==> src/rtl/ghash_seq_pkg.sv <==
// Shared GCM definitions: sequencer state encoding, reduction constant,
// length-field width and the byte-padding helpers.
package ghash_seq_pkg;

    localparam int LEN_W   = 64;
    localparam int MUL_LAT = 128;

    // Reduction polynomial constant, bit-reflected as the multiplier uses it.
    localparam logic [127:0] GCM_R = {8'hE1, 120'h0};

    typedef enum logic [2:0] {
        ST_IDLE    = 3'd0,
        ST_ACCEPT  = 3'd1,
        ST_MUL     = 3'd2,
        ST_LEN     = 3'd3,
        ST_MUL_LEN = 3'd4
    } state_e;

    // A byte count outside 1..16 is malformed.
    function automatic logic nbytes_bad(input logic [4:0] n);
        return (n == 5'd0) || (n > 5'd16);
    endfunction

    // Malformed byte counts are treated as a full block.
    function automatic logic [4:0] nbytes_eff(input logic [4:0] n);
        return nbytes_bad(n) ? 5'd16 : n;
    endfunction

    // Keep bytes 0..n-1 (byte 0 in bits [127:120]); clear the rest.
    function automatic logic [127:0] byte_mask(input logic [4:0] n);
        logic [127:0] m;
        logic [4:0]   ne;
        ne = nbytes_eff(n);
        m  = 128'h0;
        for (int i = 0; i < 16; i++) begin
            if (5'(i) < ne) begin
                m[127 - 8*i -: 8] = 8'hFF;
            end else begin
                m[127 - 8*i -: 8] = 8'h00;
            end
        end
        return m;
    endfunction

endpackage

==> src/rtl/ghash_seq_if.sv <==
// Block input handshake plus multiplier operand/result bus of the GHASH sequencer.
interface ghash_seq_if;
    logic [127:0] iBlock;
    logic [4:0]   iBlock_nbytes;
    logic         iBlock_aad;
    logic         iBlock_last;
    logic         iBlock_valid;
    logic         oBlock_ready;
    logic [127:0] oMul_x;
    logic         oMul_valid;
    logic [127:0] iMul_result;
    logic         iMul_done;

    // Sequencer side.
    modport slave (
        input  iBlock, iBlock_nbytes, iBlock_aad, iBlock_last, iBlock_valid,
        output oBlock_ready,
        output oMul_x, oMul_valid,
        input  iMul_result, iMul_done
    );

    // GCM top level / multiplier side.
    modport master (
        output iBlock, iBlock_nbytes, iBlock_aad, iBlock_last, iBlock_valid,
        input  oBlock_ready,
        input  oMul_x, oMul_valid,
        output iMul_result, iMul_done
    );
endinterface

==> src/rtl/ghash_seq_len_ctr.sv <==
// Bit-length accumulators for the AAD and ciphertext parts, with detection of
// an AAD block arriving after ciphertext has started.
module ghash_seq_len_ctr
    import ghash_seq_pkg::*;
(
    input  logic             iClk,
    input  logic             iRst_n,
    input  logic             clr_i,
    input  logic             acc_i,
    input  logic             aad_i,
    input  logic [4:0]       nbytes_i,
    output logic [LEN_W-1:0] len_a_o,
    output logic [LEN_W-1:0] len_c_o,
    output logic             order_err_o
);

    logic [LEN_W-1:0] len_a_q, len_a_d;
    logic [LEN_W-1:0] len_c_q, len_c_d;
    logic             seen_c_q, seen_c_d;
    logic [LEN_W-1:0] bits_s;

    assign bits_s = LEN_W'({nbytes_i, 3'b000});

    // Next-state: clear at message start, otherwise add 8*nbytes to the selected part (wraps).
    always_comb begin
        len_a_d  = len_a_q;
        len_c_d  = len_c_q;
        seen_c_d = seen_c_q;
        if (clr_i) begin
            len_a_d  = {LEN_W{1'b0}};
            len_c_d  = {LEN_W{1'b0}};
            seen_c_d = 1'b0;
        end else if (acc_i) begin
            if (aad_i) begin
                len_a_d = len_a_q + bits_s;
            end else begin
                len_c_d  = len_c_q + bits_s;
                seen_c_d = 1'b1;
            end
        end else begin
            seen_c_d = seen_c_q;
        end
    end

    // Counter registers with synchronous active-low reset.
    always_ff @(posedge iClk) begin
        if (!iRst_n) begin
            len_a_q  <= {LEN_W{1'b0}};
            len_c_q  <= {LEN_W{1'b0}};
            seen_c_q <= 1'b0;
        end else begin
            len_a_q  <= len_a_d;
            len_c_q  <= len_c_d;
            seen_c_q <= seen_c_d;
        end
    end

    assign len_a_o     = len_a_q;
    assign len_c_o     = len_c_q;
    assign order_err_o = acc_i & aad_i & seen_c_q;

endmodule

==> src/rtl/ghash_seq.sv <==
// GHASH sequencer: pads each block, folds it into Y, runs Y^X through the
// external multiplier, then hashes the length block and presents S.
module ghash_seq
    import ghash_seq_pkg::*;
(
    input  logic              iClk,
    input  logic              iRst_n,
    input  logic              iStart,
    ghash_seq_if.slave        bus,
    output logic [127:0]      oGhash,
    output logic              oGhash_valid,
    output logic              oErr
);

    state_e           state_q, state_d;
    logic [127:0]     y_q, y_d;
    logic [127:0]     x_q, x_d;
    logic             mv_q, mv_d;
    logic             rdy_q, rdy_d;
    logic             last_q, last_d;
    logic [127:0]     ghash_q, ghash_d;
    logic             gv_q, gv_d;
    logic             err_q, err_d;

    logic             clr_s;
    logic             accept_s;
    logic             order_err_s;
    logic [127:0]     xpad_s;
    logic [LEN_W-1:0] len_a_s, len_c_s;

    assign clr_s    = (state_q == ST_IDLE) & iStart;
    assign accept_s = (state_q == ST_ACCEPT) & rdy_q & bus.iBlock_valid;
    assign xpad_s   = bus.iBlock & byte_mask(bus.iBlock_nbytes);

    ghash_seq_len_ctr u_len_ctr (
        .iClk        (iClk),
        .iRst_n      (iRst_n),
        .clr_i       (clr_s),
        .acc_i       (accept_s),
        .aad_i       (bus.iBlock_aad),
        .nbytes_i    (nbytes_eff(bus.iBlock_nbytes)),
        .len_a_o     (len_a_s),
        .len_c_o     (len_c_s),
        .order_err_o (order_err_s)
    );

    // Next-state and datapath updates; ready/valid are decoded from the next state so they register with it.
    always_comb begin
        state_d = state_q;
        y_d     = y_q;
        x_d     = x_q;
        last_d  = last_q;
        ghash_d = ghash_q;
        gv_d    = 1'b0;
        err_d   = err_q;
        case (state_q)
            ST_IDLE: begin
                if (iStart) begin
                    state_d = ST_ACCEPT;
                    y_d     = 128'h0;
                    last_d  = 1'b0;
                    ghash_d = 128'h0;
                end else begin
                    state_d = ST_IDLE;
                end
            end
            ST_ACCEPT: begin
                if (accept_s) begin
                    x_d     = y_q ^ xpad_s;
                    last_d  = bus.iBlock_last;
                    err_d   = err_q | nbytes_bad(bus.iBlock_nbytes) | order_err_s;
                    state_d = ST_MUL;
                end else begin
                    state_d = ST_ACCEPT;
                end
            end
            ST_MUL: begin
                if (bus.iMul_done) begin
                    y_d     = bus.iMul_result;
                    state_d = last_q ? ST_LEN : ST_ACCEPT;
                end else begin
                    state_d = ST_MUL;
                end
            end
            ST_LEN: begin
                x_d     = y_q ^ {len_a_s, len_c_s};
                state_d = ST_MUL_LEN;
            end
            ST_MUL_LEN: begin
                if (bus.iMul_done) begin
                    ghash_d = bus.iMul_result;
                    gv_d    = 1'b1;
                    state_d = ST_IDLE;
                end else begin
                    state_d = ST_MUL_LEN;
                end
            end
            default: begin
                state_d = ST_IDLE;
            end
        endcase
        rdy_d = (state_d == ST_ACCEPT);
        mv_d  = (state_d == ST_MUL) | (state_d == ST_MUL_LEN);
    end

    // State and output registers with synchronous active-low reset.
    always_ff @(posedge iClk) begin
        if (!iRst_n) begin
            state_q <= ST_IDLE;
            y_q     <= 128'h0;
            x_q     <= 128'h0;
            mv_q    <= 1'b0;
            rdy_q   <= 1'b0;
            last_q  <= 1'b0;
            ghash_q <= 128'h0;
            gv_q    <= 1'b0;
            err_q   <= 1'b0;
        end else begin
            state_q <= state_d;
            y_q     <= y_d;
            x_q     <= x_d;
            mv_q    <= mv_d;
            rdy_q   <= rdy_d;
            last_q  <= last_d;
            ghash_q <= ghash_d;
            gv_q    <= gv_d;
            err_q   <= err_d;
        end
    end

    assign bus.oBlock_ready = rdy_q;
    assign bus.oMul_x       = x_q;
    assign bus.oMul_valid   = mv_q;
    assign oGhash           = ghash_q;
    assign oGhash_valid     = gv_q;
    assign oErr             = err_q;

endmodule
==> src/flat_wrapper.sv <==
// flat-port wrapper written by rule: the top's interface ports become plain ports
module ghash_seq_flat import ghash_seq_pkg::*;
  (iClk, iRst_n, iStart, oGhash, oGhash_valid, oErr, bus_iBlock, bus_iBlock_nbytes, bus_iBlock_aad, bus_iBlock_last, bus_iBlock_valid, bus_oBlock_ready, bus_oMul_x, bus_oMul_valid, bus_iMul_result, bus_iMul_done);
  ghash_seq_if bus_i ();
  input  logic iClk;
  input  logic iRst_n;
  input  logic iStart;
  output logic [127:0] oGhash;
  output logic oGhash_valid;
  output logic oErr;
  input wire logic [$bits(bus_i.iBlock)-1:0] bus_iBlock;
  input wire logic [$bits(bus_i.iBlock_nbytes)-1:0] bus_iBlock_nbytes;
  input wire logic [$bits(bus_i.iBlock_aad)-1:0] bus_iBlock_aad;
  input wire logic [$bits(bus_i.iBlock_last)-1:0] bus_iBlock_last;
  input wire logic [$bits(bus_i.iBlock_valid)-1:0] bus_iBlock_valid;
  output wire logic [$bits(bus_i.oBlock_ready)-1:0] bus_oBlock_ready;
  output wire logic [$bits(bus_i.oMul_x)-1:0] bus_oMul_x;
  output wire logic [$bits(bus_i.oMul_valid)-1:0] bus_oMul_valid;
  input wire logic [$bits(bus_i.iMul_result)-1:0] bus_iMul_result;
  input wire logic [$bits(bus_i.iMul_done)-1:0] bus_iMul_done;
  assign bus_i.iBlock = bus_iBlock;
  assign bus_i.iBlock_nbytes = bus_iBlock_nbytes;
  assign bus_i.iBlock_aad = bus_iBlock_aad;
  assign bus_i.iBlock_last = bus_iBlock_last;
  assign bus_i.iBlock_valid = bus_iBlock_valid;
  assign bus_oBlock_ready = bus_i.oBlock_ready;
  assign bus_oMul_x = bus_i.oMul_x;
  assign bus_oMul_valid = bus_i.oMul_valid;
  assign bus_i.iMul_result = bus_iMul_result;
  assign bus_i.iMul_done = bus_iMul_done;
  ghash_seq u_core (.iClk(iClk), .iRst_n(iRst_n), .iStart(iStart), .bus(bus_i), .oGhash(oGhash), .oGhash_valid(oGhash_valid), .oErr(oErr));
endmodule
==> config.mk <==
export PLATFORM = sky130hd
export DESIGN_NAME = ghash_seq_flat
export DESIGN_NICKNAME = d
export VERILOG_FILES = /design/src/rtl/ghash_seq_pkg.sv /design/src/rtl/ghash_seq_if.sv /design/src/rtl/ghash_seq_len_ctr.sv /design/src/rtl/ghash_seq.sv /design/src/flat_wrapper.sv
export SDC_FILE = /design/constraint.sdc
export NUM_CORES = 1
export LEC_CHECK = 0
export BUFFER_PORTS_ARGS = -buffer_cell sky130_fd_sc_hd__buf_2
export CAP_MARGIN = 20
export CORE_MARGIN = 2
export CORE_UTILIZATION = 50
export CTS_CLUSTER_SIZE = 16
export DETAILED_ROUTE_END_ITERATION = 10
export PLACE_DENSITY = 0.84
export SLEW_MARGIN = 15
export SYNTH_ARGS = -nofsm -noshare
export SYNTH_HDL_FRONTEND = slang
export SYNTH_SLANG_ARGS = --single-unit
==> constraint.sdc <==
create_clock -name iClk -period 9.3 [get_ports iClk]
set_input_delay 0.465 -clock iClk [delete_from_list [all_inputs] [get_ports iClk]]
set_output_delay 0.465 -clock iClk [all_outputs]
set_load 0.01 [all_outputs]
==> impl_metrics.toml <==
[outcome]
outcome = "finished clean"

[logic_synthesis]
postSynth.asyncResetShare = 0
largest_cells_by_area_after_synthesis = "dfxtp_1, a22o_1, nand2_1, a21oi_1, nand3_1"
synth_enable_flop_cells = 0
total_standard_cell_area_after_synthesis_um2 = 22600
avgSynthCellArea_um2 = 8.63
yosysTopAreaCell = "dfxtp_1"
yosysWarningCount = 0
synth_nets = 2896
synth.distinct_cells = 66
ys_ff_latch = 515
ys_dominant_reg_cell = "dfxtp_1"
post-synth-top-area-fraction = 0.456
sequential_area_share_after_synthesis = 0.456
synthCells = 2619

[critical_path]
r2r-end = "u_core.y_q[12]"
timing.critical_path.from_type = "flop"
worst-endpoint-required_ns = 9.83
r2r_cells = 7
highest_fanout_seen_on_the_critical_path = 73
critical_path_arrival_ns = 4.35
timing_worst_setup_path_type = "reg -> reg"
critical_path.endpoint_type = "flop"
setup.reg_to_reg.worst_slack_ns = 5.48
critical_path.reg2reg.startpoint = "u_core.state_q[1]"

[grt]
grt_antenna_before_repair = 13
pin_count_of_the_biggest_net_entering_global_routing = 123
global_route.usage.total = 0.310
vias_in_the_first_global_route = 21300
globalRoute.totalOverflow = 0
global_route_wire_length_before_repair_um = 118000

[sta]
rsz_0062_raised_after_global_routing = "no"
hold_viol = 0
timing_worst_slew_pin_value_ns = 1.26
slack_of_the_critical_path_ns = 5.48
fin_worst_skew_ns = 0.0217
maxSlewViolCount = 0
period_minus_slack_ns = 3.82
max_freq_mhz = 262
worst_slew_margin_rel = 0.152
setup-violations-final = 0
setup_tns_ns = 0
fin_crit_sh = 0.410

[floorplanning]
design.core.area_um2 = 44400
die_w_um = 217
die_h_um = 217
floorplan.initialDensity = 0.509
die_area_um2 = 46900
row_cnt = 77
ioPinCount = 528

[hold_path]
timing.hold.worst.start = "bus_iMul_result[13]"
hold-path-cell-count = 2
min-delay-path-class = "in -> reg"
hold_path_end = "u_core.oGhash[13]"

[routing]
routed-wl-met3_um = 6110
wl_per_cell_um = 20.8
initialDrtViolationCount = 2421
met1Wirelength_um = 32000
firstDrtPassIters = 7
postRouteWirelength_um = 76300
final_antenna_net_count = 0
via_count = 22400
route.detailed.drc = 0
detailroute.wirelength.met2_um = 35500
vias_per_cell = 6.13
top_metal_layer_carrying_routed_signals = "met5"

[pwr]
total_leakage_power_nw = 11.0
pwr_density_cell_nw_per_um2 = 174
vdd_ir_drop_max_mv = 0.134
design_power_total_mw = 4.75

[layout]
area_of_combinational_cells_with_multiple_inputs_um2 = 11500
final_core_util = 0.614
most_common_cell_after_layout_fill_and_taps_aside = "buf_2"
layout_common_cells = "buf_2, dfxtp_1, nand2_1"
fin_nets = 3299
fillers = 3694
final_cell_area_um2 = 27300
area_delta_synth_final_pct = 20.7
post_route_cells_drive_above_1_share = 0.217
sequential_cell_area_um2 = 10300

[cts]
clk_pin_slew_worst_paths_ns = 0.06
cts-root-buf = "clkbuf_16"
ctsLongestPathBuffers = 3
clkLatencyLatePin_ns = 0.61
clock_tree.htree_level_count = 2
cts_hold_buffers = 0
postCtsResizedCells = 0
cts.sink_count = 515
post_cts_buffers = 0
numCtsBuffers = 52
cts_tree = "done"

[placement]
gpl.final_weighted_congestion = 0.912
dpl_worst_slack_ns = 5.20
place_area_um2 = 25500
post-dp-hpwl_um = 53000
place.port_buffers = 527

[job]
timing.max_cap.violations = 0
## cells in the mapped netlist, drive strengths merged (41+ instances only)
cell type  count
dfxtp        515
nand2        384
a21oi        207
clkbuf       183
nand3        168
a22o         165
nor2         117
o21ai        103
xor2          70
mux2i         67
or3           65
a22oi         41
## cell type report
class,count,area share
Inverter,32,0.00459
Multi-Input combinational cell,1865,0.420
Sequential cell,515,0.378
Clock inverter,18,0.00835
Clock buffer,73,0.0547
Antenna cell,9,0.000825
Tap cell,592,0.0271
Timing Repair Buffer,556,0.106
## report_power, final
group	switching, mW	leakage, nW	internal [mW]	total [mW]
registers	0.0108	4.15	2.22	2.23
clock network	0.899	0.846	1.25	2.15
logic	0.248	5.99	0.119	0.367
## critical path: stages (launching register included)
cell	delay, ns
dfxtp_1	0.72
nor3b_2	0.27
buf_4	0.61
nand2_1	0.21
nand2_4	0.55
buf_4	0.79
nand3_1	0.29
a21oi_1	0.22
## state kept, by name (all words and copies together) (netlist names)
signal and flops:
u_core.u_len_ctr.seen_c_q 1, u_core.state_q 3, u_core.oGhash_valid 1, u_core.oGhash 128, u_core.oErr 1, u_core.last_q 1
u_core.bus.oBlock_ready 1, u_core.y_q 128, u_core.u_len_ctr.len_c_o 61, u_core.bus.oMul_valid 1, u_core.u_len_ctr.len_a_o 61, u_core.bus.oMul_x 128
## routing by layer
| layer | track usage | up-vias |
|---|---|---|
| li1 | - | 10400 |
| met1 | 0.412 | 10800 |
| met2 | 0.496 | 1084 |
| met3 | 0.0620 | 181 |
| met4 | 0.125 | 6 |
| met5 | 0 | - |
## metrics by stage
| stage | hold WS, ns | cells |
|---|---|---|
| 2_1_floorplan | 0.441 | 2619 |
| 3_3_place_gp | 0.432 | 3557 |
| 3_5_place_dp | 0.437 | 3558 |
| 4_1_cts | 0.0468 | 3649 |
| 5_1_grt | 0.0581 | 3660 |
| 6_report | 0.0762 | 3660 |
## cells by family after synthesis
logic type	after synthesis	synth area share
AO/OA/AOI/OAI	710	0.218
XOR/XNOR	94	0.0364
adder cells (fa/ha/maj)	11	0.00587
buffers and inverters	239	0.0410
flip-flops	515	0.456
multiplexers	67	0.0297
AND/OR/NAND/NOR	983	0.213
## how the worst max path moves through the flow
stage	endpoint	cells after the start	slack [ns]	start
floorplan	u_core.u_len_ctr.len_a_o[8]	13	5.82	bus_iBlock_nbytes[1]
global placement	u_core.u_len_ctr.len_c_o[62]	11	5.37	bus_iBlock_nbytes[1]
detailed placement	u_core.bus.oMul_x[55]	8	5.20	bus_iBlock_nbytes[1]
CTS	u_core.y_q[12]	7	5.50	u_core.state_q[1]
global route	u_core.y_q[82]	7	5.27	u_core.state_q[1]
finish	u_core.y_q[12]	7	5.48	u_core.state_q[1]
(Power assumes the default switching activity.)
